File: config.mk
export PLATFORM = sky130hd
export DESIGN_NAME = mc_ctrl
export DESIGN_NICKNAME = d
export VERILOG_FILES = /design/src/rtl/mc_ctrl.sv
export SDC_FILE = /design/constraint.sdc
export NUM_CORES = 1
export LEC_CHECK = 0
export ABC_AREA = 1
export BUFFER_PORTS_ARGS = -buffer_cell sky130_fd_sc_hd__clkbuf_2
export CAP_MARGIN = 40
export CORE_UTILIZATION = 51
export CTS_BUF_LIST = sky130_fd_sc_hd__clkbuf_8
export DETAILED_ROUTE_END_ITERATION = 7
export GPL_TIMING_DRIVEN = 1
export HOLD_SLACK_MARGIN = 0.02
export PLACE_DENSITY = 0.87
export SLEW_MARGIN = 20
export SYNTH_ARGS = -nofsm -noshare
export SYNTH_HDL_FRONTEND = slang
export SYNTH_SLANG_ARGS = --single-unit
File: constraint.sdc
create_clock -name clk -period 1.8 [get_ports clk]
set_clock_uncertainty 0.15 [all_clocks]
set_input_delay 0.18 -clock clk [delete_from_list [all_inputs] [get_ports clk]]
set_output_delay 0.18 -clock clk [all_outputs]
set_load 0.03 [all_outputs]
File: src/rtl/mc_ctrl.sv
// Multi-cycle MIPS control unit: Moore FSM sequencing fetch/decode/execute/
// memory/write-back and driving datapath selects and write enables.
module mc_ctrl (
  input  logic       clk,
  input  logic       rst,
  input  logic [5:0] op,
  input  logic [5:0] funct,
  input  logic       zero,
  input  logic       overflow,
  output logic       pc_wr,
  output logic [1:0] npc_sel,
  output logic       ir_wr,
  output logic       rf_wr,
  output logic       dm_wr,
  output logic [3:0] alu_ctrl,
  output logic       alu_src_b,
  output logic [1:0] ext_op,
  output logic       reg_dst,
  output logic       wb_sel,
  output logic [3:0] state,
  output logic       illegal
);

  localparam logic [5:0] OP_RTYPE = 6'b000000;
  localparam logic [5:0] OP_ORI   = 6'b001101;
  localparam logic [5:0] OP_LUI   = 6'b001111;
  localparam logic [5:0] OP_ADDI  = 6'b001000;
  localparam logic [5:0] OP_LW    = 6'b100011;
  localparam logic [5:0] OP_SW    = 6'b101011;
  localparam logic [5:0] OP_BEQ   = 6'b000100;
  localparam logic [5:0] OP_J     = 6'b000010;

  localparam logic [5:0] FN_ADDU  = 6'b100001;
  localparam logic [5:0] FN_SUBU  = 6'b100011;
  localparam logic [5:0] FN_SLT   = 6'b101010;

  localparam logic [3:0] ALU_ADDU = 4'b0000;
  localparam logic [3:0] ALU_SUBU = 4'b0001;
  localparam logic [3:0] ALU_OR   = 4'b0010;
  localparam logic [3:0] ALU_PASB = 4'b0011;
  localparam logic [3:0] ALU_ADD  = 4'b0101;
  localparam logic [3:0] ALU_SLT  = 4'b0110;

  typedef enum logic [3:0] {
    FETCH  = 4'd0,
    DCD    = 4'd1,
    EXE_R  = 4'd2,
    EXE_I  = 4'd3,
    MA     = 4'd4,
    MR     = 4'd5,
    MW     = 4'd6,
    WB_ALU = 4'd7,
    WB_MEM = 4'd8,
    BR     = 4'd9,
    JMP    = 4'd10
  } state_e;

  typedef struct packed {
    logic       pc_wr;
    logic [1:0] npc_sel;
    logic       ir_wr;
    logic       rf_wr;
    logic       dm_wr;
    logic [3:0] alu_ctrl;
    logic       alu_src_b;
    logic [1:0] ext_op;
    logic       reg_dst;
    logic       wb_sel;
  } ctrl_t;

  // Output bundle for the state about to be entered; registering this gives
  // glitch-free outputs that line up with state_q.
  function automatic ctrl_t ctrl_for(input state_e st, input logic [5:0] opc,
                                     input logic [5:0] fn);
    ctrl_t c;
    c = '0;
    case (st)
      FETCH: begin
        c.ir_wr = 1'b1;
        c.pc_wr = 1'b1;
      end
      EXE_R: begin
        case (fn)
          FN_SUBU: c.alu_ctrl = ALU_SUBU;
          FN_SLT:  c.alu_ctrl = ALU_SLT;
          default: c.alu_ctrl = ALU_ADDU;
        endcase
      end
      EXE_I: begin
        c.alu_src_b = 1'b1;
        case (opc)
          OP_ORI: begin
            c.alu_ctrl = ALU_OR;
            c.ext_op   = 2'b00;
          end
          OP_LUI: begin
            c.alu_ctrl = ALU_PASB;
            c.ext_op   = 2'b10;
          end
          default: begin
            c.alu_ctrl = ALU_ADD;
            c.ext_op   = 2'b01;
          end
        endcase
      end
      MA: begin
        c.alu_ctrl  = ALU_ADDU;
        c.alu_src_b = 1'b1;
        c.ext_op    = 2'b01;
      end
      MW: c.dm_wr = 1'b1;
      WB_ALU: begin
        c.rf_wr   = 1'b1;
        c.reg_dst = (opc == OP_RTYPE);
      end
      WB_MEM: begin
        c.rf_wr  = 1'b1;
        c.wb_sel = 1'b1;
      end
      BR: begin
        c.alu_ctrl = ALU_SUBU;
        c.npc_sel  = 2'b01;
      end
      JMP: begin
        c.pc_wr   = 1'b1;
        c.npc_sel = 2'b10;
      end
      default: c = '0;
    endcase
    return c;
  endfunction

  state_e state_q, state_d;
  ctrl_t  ctrl_q, ctrl_d;
  logic   ovf_q, ovf_d;

  always_comb begin
    state_d = FETCH;
    case (state_q)
      FETCH: state_d = DCD;
      DCD: begin
        case (op)
          OP_RTYPE: begin
            if (funct == FN_ADDU || funct == FN_SUBU || funct == FN_SLT)
              state_d = EXE_R;
            else
              state_d = FETCH;
          end
          OP_ORI, OP_LUI, OP_ADDI: state_d = EXE_I;
          OP_LW, OP_SW:            state_d = MA;
          OP_BEQ:                  state_d = BR;
          OP_J:                    state_d = JMP;
          default:                 state_d = FETCH;
        endcase
      end
      EXE_R, EXE_I: state_d = WB_ALU;
      MA:           state_d = (op == OP_LW) ? MR : MW;
      MR:           state_d = WB_MEM;
      default:      state_d = FETCH;
    endcase
  end

  always_comb begin
    ctrl_d = ctrl_for(state_d, op, funct);
    ovf_d  = (state_q == EXE_I) && (op == OP_ADDI) && overflow;
  end

  always_ff @(posedge clk) begin
    if (rst) begin
      state_q <= FETCH;
      ctrl_q  <= ctrl_for(FETCH, op, funct);
      ovf_q   <= 1'b0;
    end else begin
      state_q <= state_d;
      ctrl_q  <= ctrl_d;
      ovf_q   <= ovf_d;
    end
  end

  // Enables are gated by rst combinationally so nothing writes during reset;
  // the BR pc_wr term and illegal are the only input-dependent outputs.
  assign pc_wr     = ~rst & (ctrl_q.pc_wr | ((state_q == BR) & zero));
  assign ir_wr     = ~rst & ctrl_q.ir_wr;
  assign rf_wr     = ~rst & ctrl_q.rf_wr & ~ovf_q;
  assign dm_wr     = ~rst & ctrl_q.dm_wr;
  assign illegal   = ~rst & (state_q == DCD) & (state_d == FETCH);
  assign npc_sel   = ctrl_q.npc_sel;
  assign alu_ctrl  = ctrl_q.alu_ctrl;
  assign alu_src_b = ctrl_q.alu_src_b;
  assign ext_op    = ctrl_q.ext_op;
  assign reg_dst   = ctrl_q.reg_dst;
  assign wb_sel    = ctrl_q.wb_sel;
  assign state     = state_q;

endmodule

==> reports/qor.csv <==
stage;metric;value;unit
outcome;outcome;complete, but fails checks;
outcome;violations;negative setup slack;
min_path;min-delay-start;op[1];
setup_path;rr_startpoint;state[1];
drt;route.detailed.wl_per_inst;13.3;µm
cts;clkLatencyLatePin;0.26;ns
cells_and_area;antennaDiodeCount;0;
setup_path;end_kind;output pin;
synthesis;ys_seq_area_share;35.8;%
cells_and_area;drive_above_1_share;45.4;%
sta;rsz0062_at_grt;true;
setup_path;crit_path_max_incr_delay;0.39;ns
drt;totalWireLength;2.93;mm
synthesis;synth_cells;155;
drt;firstDrtPassIters;4;
synthesis;syn_area;1060;µm²
place;dp_cells;206;
synthesis;synth_adder_area_share;0;%
cts;cts_tree;done;
sta;worst_slack;-0.0877;ns
synthesis;synth_cell_type_count;23;
drt;drt-initial-drc-count;80;
place;port_buffers;34;
synthesis;synth_nets;171;
power_and_ir_drop;power.density;749;nW/µm²
power_and_ir_drop;p_leak;0.749;nW
synthesis;synth_warnings;0;
setup_path;path_class;reg2out;
drt;ant_nets;0;
floorplanning;row_count;16;
floorplanning;die_w;47.6;µm
cts;clk_path_buf_depth;2;
global_route;grt_pass1_wl;3.94;mm
sta;fin_crit;1.89;ns
place;gp_congestion;0.885;
floorplanning;start_util;54.1;%
global_route;grt_max_degree;17;
cts;cts_buffers;3;
flow_run;cap_violations;0;
sta;setup_viol;1;
setup_path;startpoint_type;register;
place;dpl.hpwl;1.81;mm
floorplanning;die_h;47.6;µm
setup_path;worstPathRequired;1.47;ns
synthesis;ys_ff_latch;19;
sta;finalMaxSlewViolations;0;
setup_path;crit_top_cell;nor2_4;
synthesis;synth.area.mux_share;0;%
synthesis;synth-compound-area-share;7.18;%
cells_and_area;fill_cells;136;
global_route;grt.overflow.total;0;
synthesis;synth-simple-area-share;42.2;%
setup_path;path_cells;nor2_4, inv_2, nor2_4, nor2_4, nand2_2, a21oi_4, nand3_4, nor2_4, buf_8;
drt;post_drt_via_cell_ratio;5.29;
drt;route.detailed.drc;0;
drt;vias;1170;
power_and_ir_drop;ir_drop;0.000472;V
cells_and_area;areaGrowthSynthToFinish;37.8;%
cts;clock-sinks;19;
place;post-place-ws;0.0172;ns
global_route;antenna_found_initial;0;
sta;fin_tns_setup;-0.0877;ns
sta;hold_viol;0;
sta;fmax;0.530;GHz
setup_path;critPathMaxFanout;4;
floorplanning;die-area;2270;µm²
power_and_ir_drop;power.total;1.10;mW
cts;clock-root-buffer;clkbuf_8;
synthesis;syn_avg_cell_area;6.85;µm²
setup_path;cp.arrival;1.56;ns
cts;h-tree-depth;1;
cells_and_area;final_nets;211;
setup_path;crit_start;state[2];
cells_and_area;fin_cells;221;
min_path;holdCritPathClass;in2reg;
global_route;grt_util_all_layers;25.3;%
setup_path;crit_path_top_delay_cell;dfxtp_4;
sta;holdWs;0.0874;ns
global_route;grt_pass1_vias;939;
sta;finalCritPeriodShare;105;%
cts;path_clk_slew;0.07;ns
synthesis;synth_top_family_by_area;simple AND/OR/NAND/NOR gates;
synthesis;synth-xor-area-share;0;%
floorplanning;core;1960;µm²
floorplanning;ios;36;
-- per-layer routing --
metal  share of wire [%]  routed length, µm  global-route usage, %  vias to the layer above
li1                    -                  -                      -                      556
met1                  42               1240                   30.7                      523
met2                  48               1400                   39.7                       81
met3                 7.9                233                   6.42                       10
met4                 1.9                 56                   16.7                        0
met5                   0                  0                      0                        -
-- critical path: cells and delay by family, from the launching register on --
kind | cells | cell delay (ns)
AOI/OAI and AO/OA | 1 | 0.15
buffers and inverters | 2 | 0.22
DFF | 1 | 0.39
and+or+nand+nor | 6 | 0.55
-- cell families (layout without fill, tap and decap cells) --
family,count (synthesis),in the layout
other cells,1,1
flops,19,19
simple gates,92,92
buf+inv,33,72
compound gates,10,10
-- cell usage after synthesis --
library cell / count / share of area (%)
clkbuf_1: 2 / 0.71
conb_1: 1 / 0.35
nor2_2: 6 / 3.5
and3_1: 1 / 0.59
nand2_4: 1 / 1.1
nand2_1: 27 / 9.5
nand2_2: 3 / 1.8
or2_1: 1 / 0.59
nor2_4: 2 / 2.1
inv_2: 4 / 1.4
nand3_2: 2 / 1.9
a21oi_2: 1 / 0.82
a21oi_4: 2 / 3.1
nor2_1: 24 / 8.5
inv_1: 19 / 6.7
nor3_1: 4 / 1.9
o21ai_0: 1 / 0.47
dfxtp_1: 19 / 36
a21oi_1: 6 / 2.8
nand4_1: 5 / 2.9
nor4_1: 2 / 1.2
nand3_1: 14 / 6.6
buf_4: 8 / 5.7
-- layout make-up --
class                           instances  area [µm²]  area share, %
Clock inverter                          1        5.00          0.342
Tap cell                               27        33.8           2.31
Sequential cell                        19         393           26.8
Clock buffer                            3        41.3           2.82
Inverter                               23        96.3           6.58
Multi-Input combinational cell        103         629           43.0
Timing Repair Buffer                   45         265           18.1
-- placed cells by master, fill, tap and decap left out, types with 2 or more instances in the layout --
cell      Yosys  layout
dfxtp_1      19      15
nand2_2       3       5
nand2_4       1       4
nor2_4        2       7
nand4_1       5       5
dfxtp_4       0       3
nand3_2       2       5
a21oi_1       6       6
buf_4         8      10
inv_2         4       2
a21oi_4       2       3
clkbuf_8      0       3
nand2_1      27      22
inv_4         0       4
inv_1        19      17
nand3_1      14      10
nor2_2        6       4
clkbuf_2      0      32
nor3_1        4       4
nor2_1       24      21
-- path summary, 6_finish.rpt --
check | cells after the start | endpoint | slack [ns]
setup / recovery | 9 | illegal | -0.09
hold / removal | 3 | ext_op[1] | 0.09
hold reg to reg | 2 | ovf_q | 0.40
setup reg to reg | 9 | ctrl_q[14] | 0.02
-- power breakdown --
| part | internal, mW | switching, mW | leakage, nW |
|---|---|---|---|
| logic | 0.122 | 0.224 | 0.567 |
| clock network | 0.154 | 0.141 | 0.0255 |
| registers | 0.441 | 0.0155 | 0.157 |
-- through the flow --
step,area [µm²],util (%)
5_1_grt,1460,74.6
3_3_place_gp,1210,61.5
4_1_cts,1360,69.5
2_1_floorplan,1070,-
6_report,1460,74.6
3_5_place_dp,1210,61.5
-- state kept, by name, indices dropped and copies added, names as in the netlist --
signal     cells
wb_sel         1
ext_op         2
npc_sel        2
alu_src_b      1
alu_ctrl       3
state          4
reg_dst        1
ovf_q          1
ctrl_q         4
-- repair_timing --
action,4_1_cts,5_1_grt
endpoints found under the setup margin,2,4
pin swaps,5,7
buffers inserted,7,3
hold endpoints to repair,1,0
hold buffers,1,0
resized for setup,15,24
Note: power is estimated with default switching activity, not from simulation.
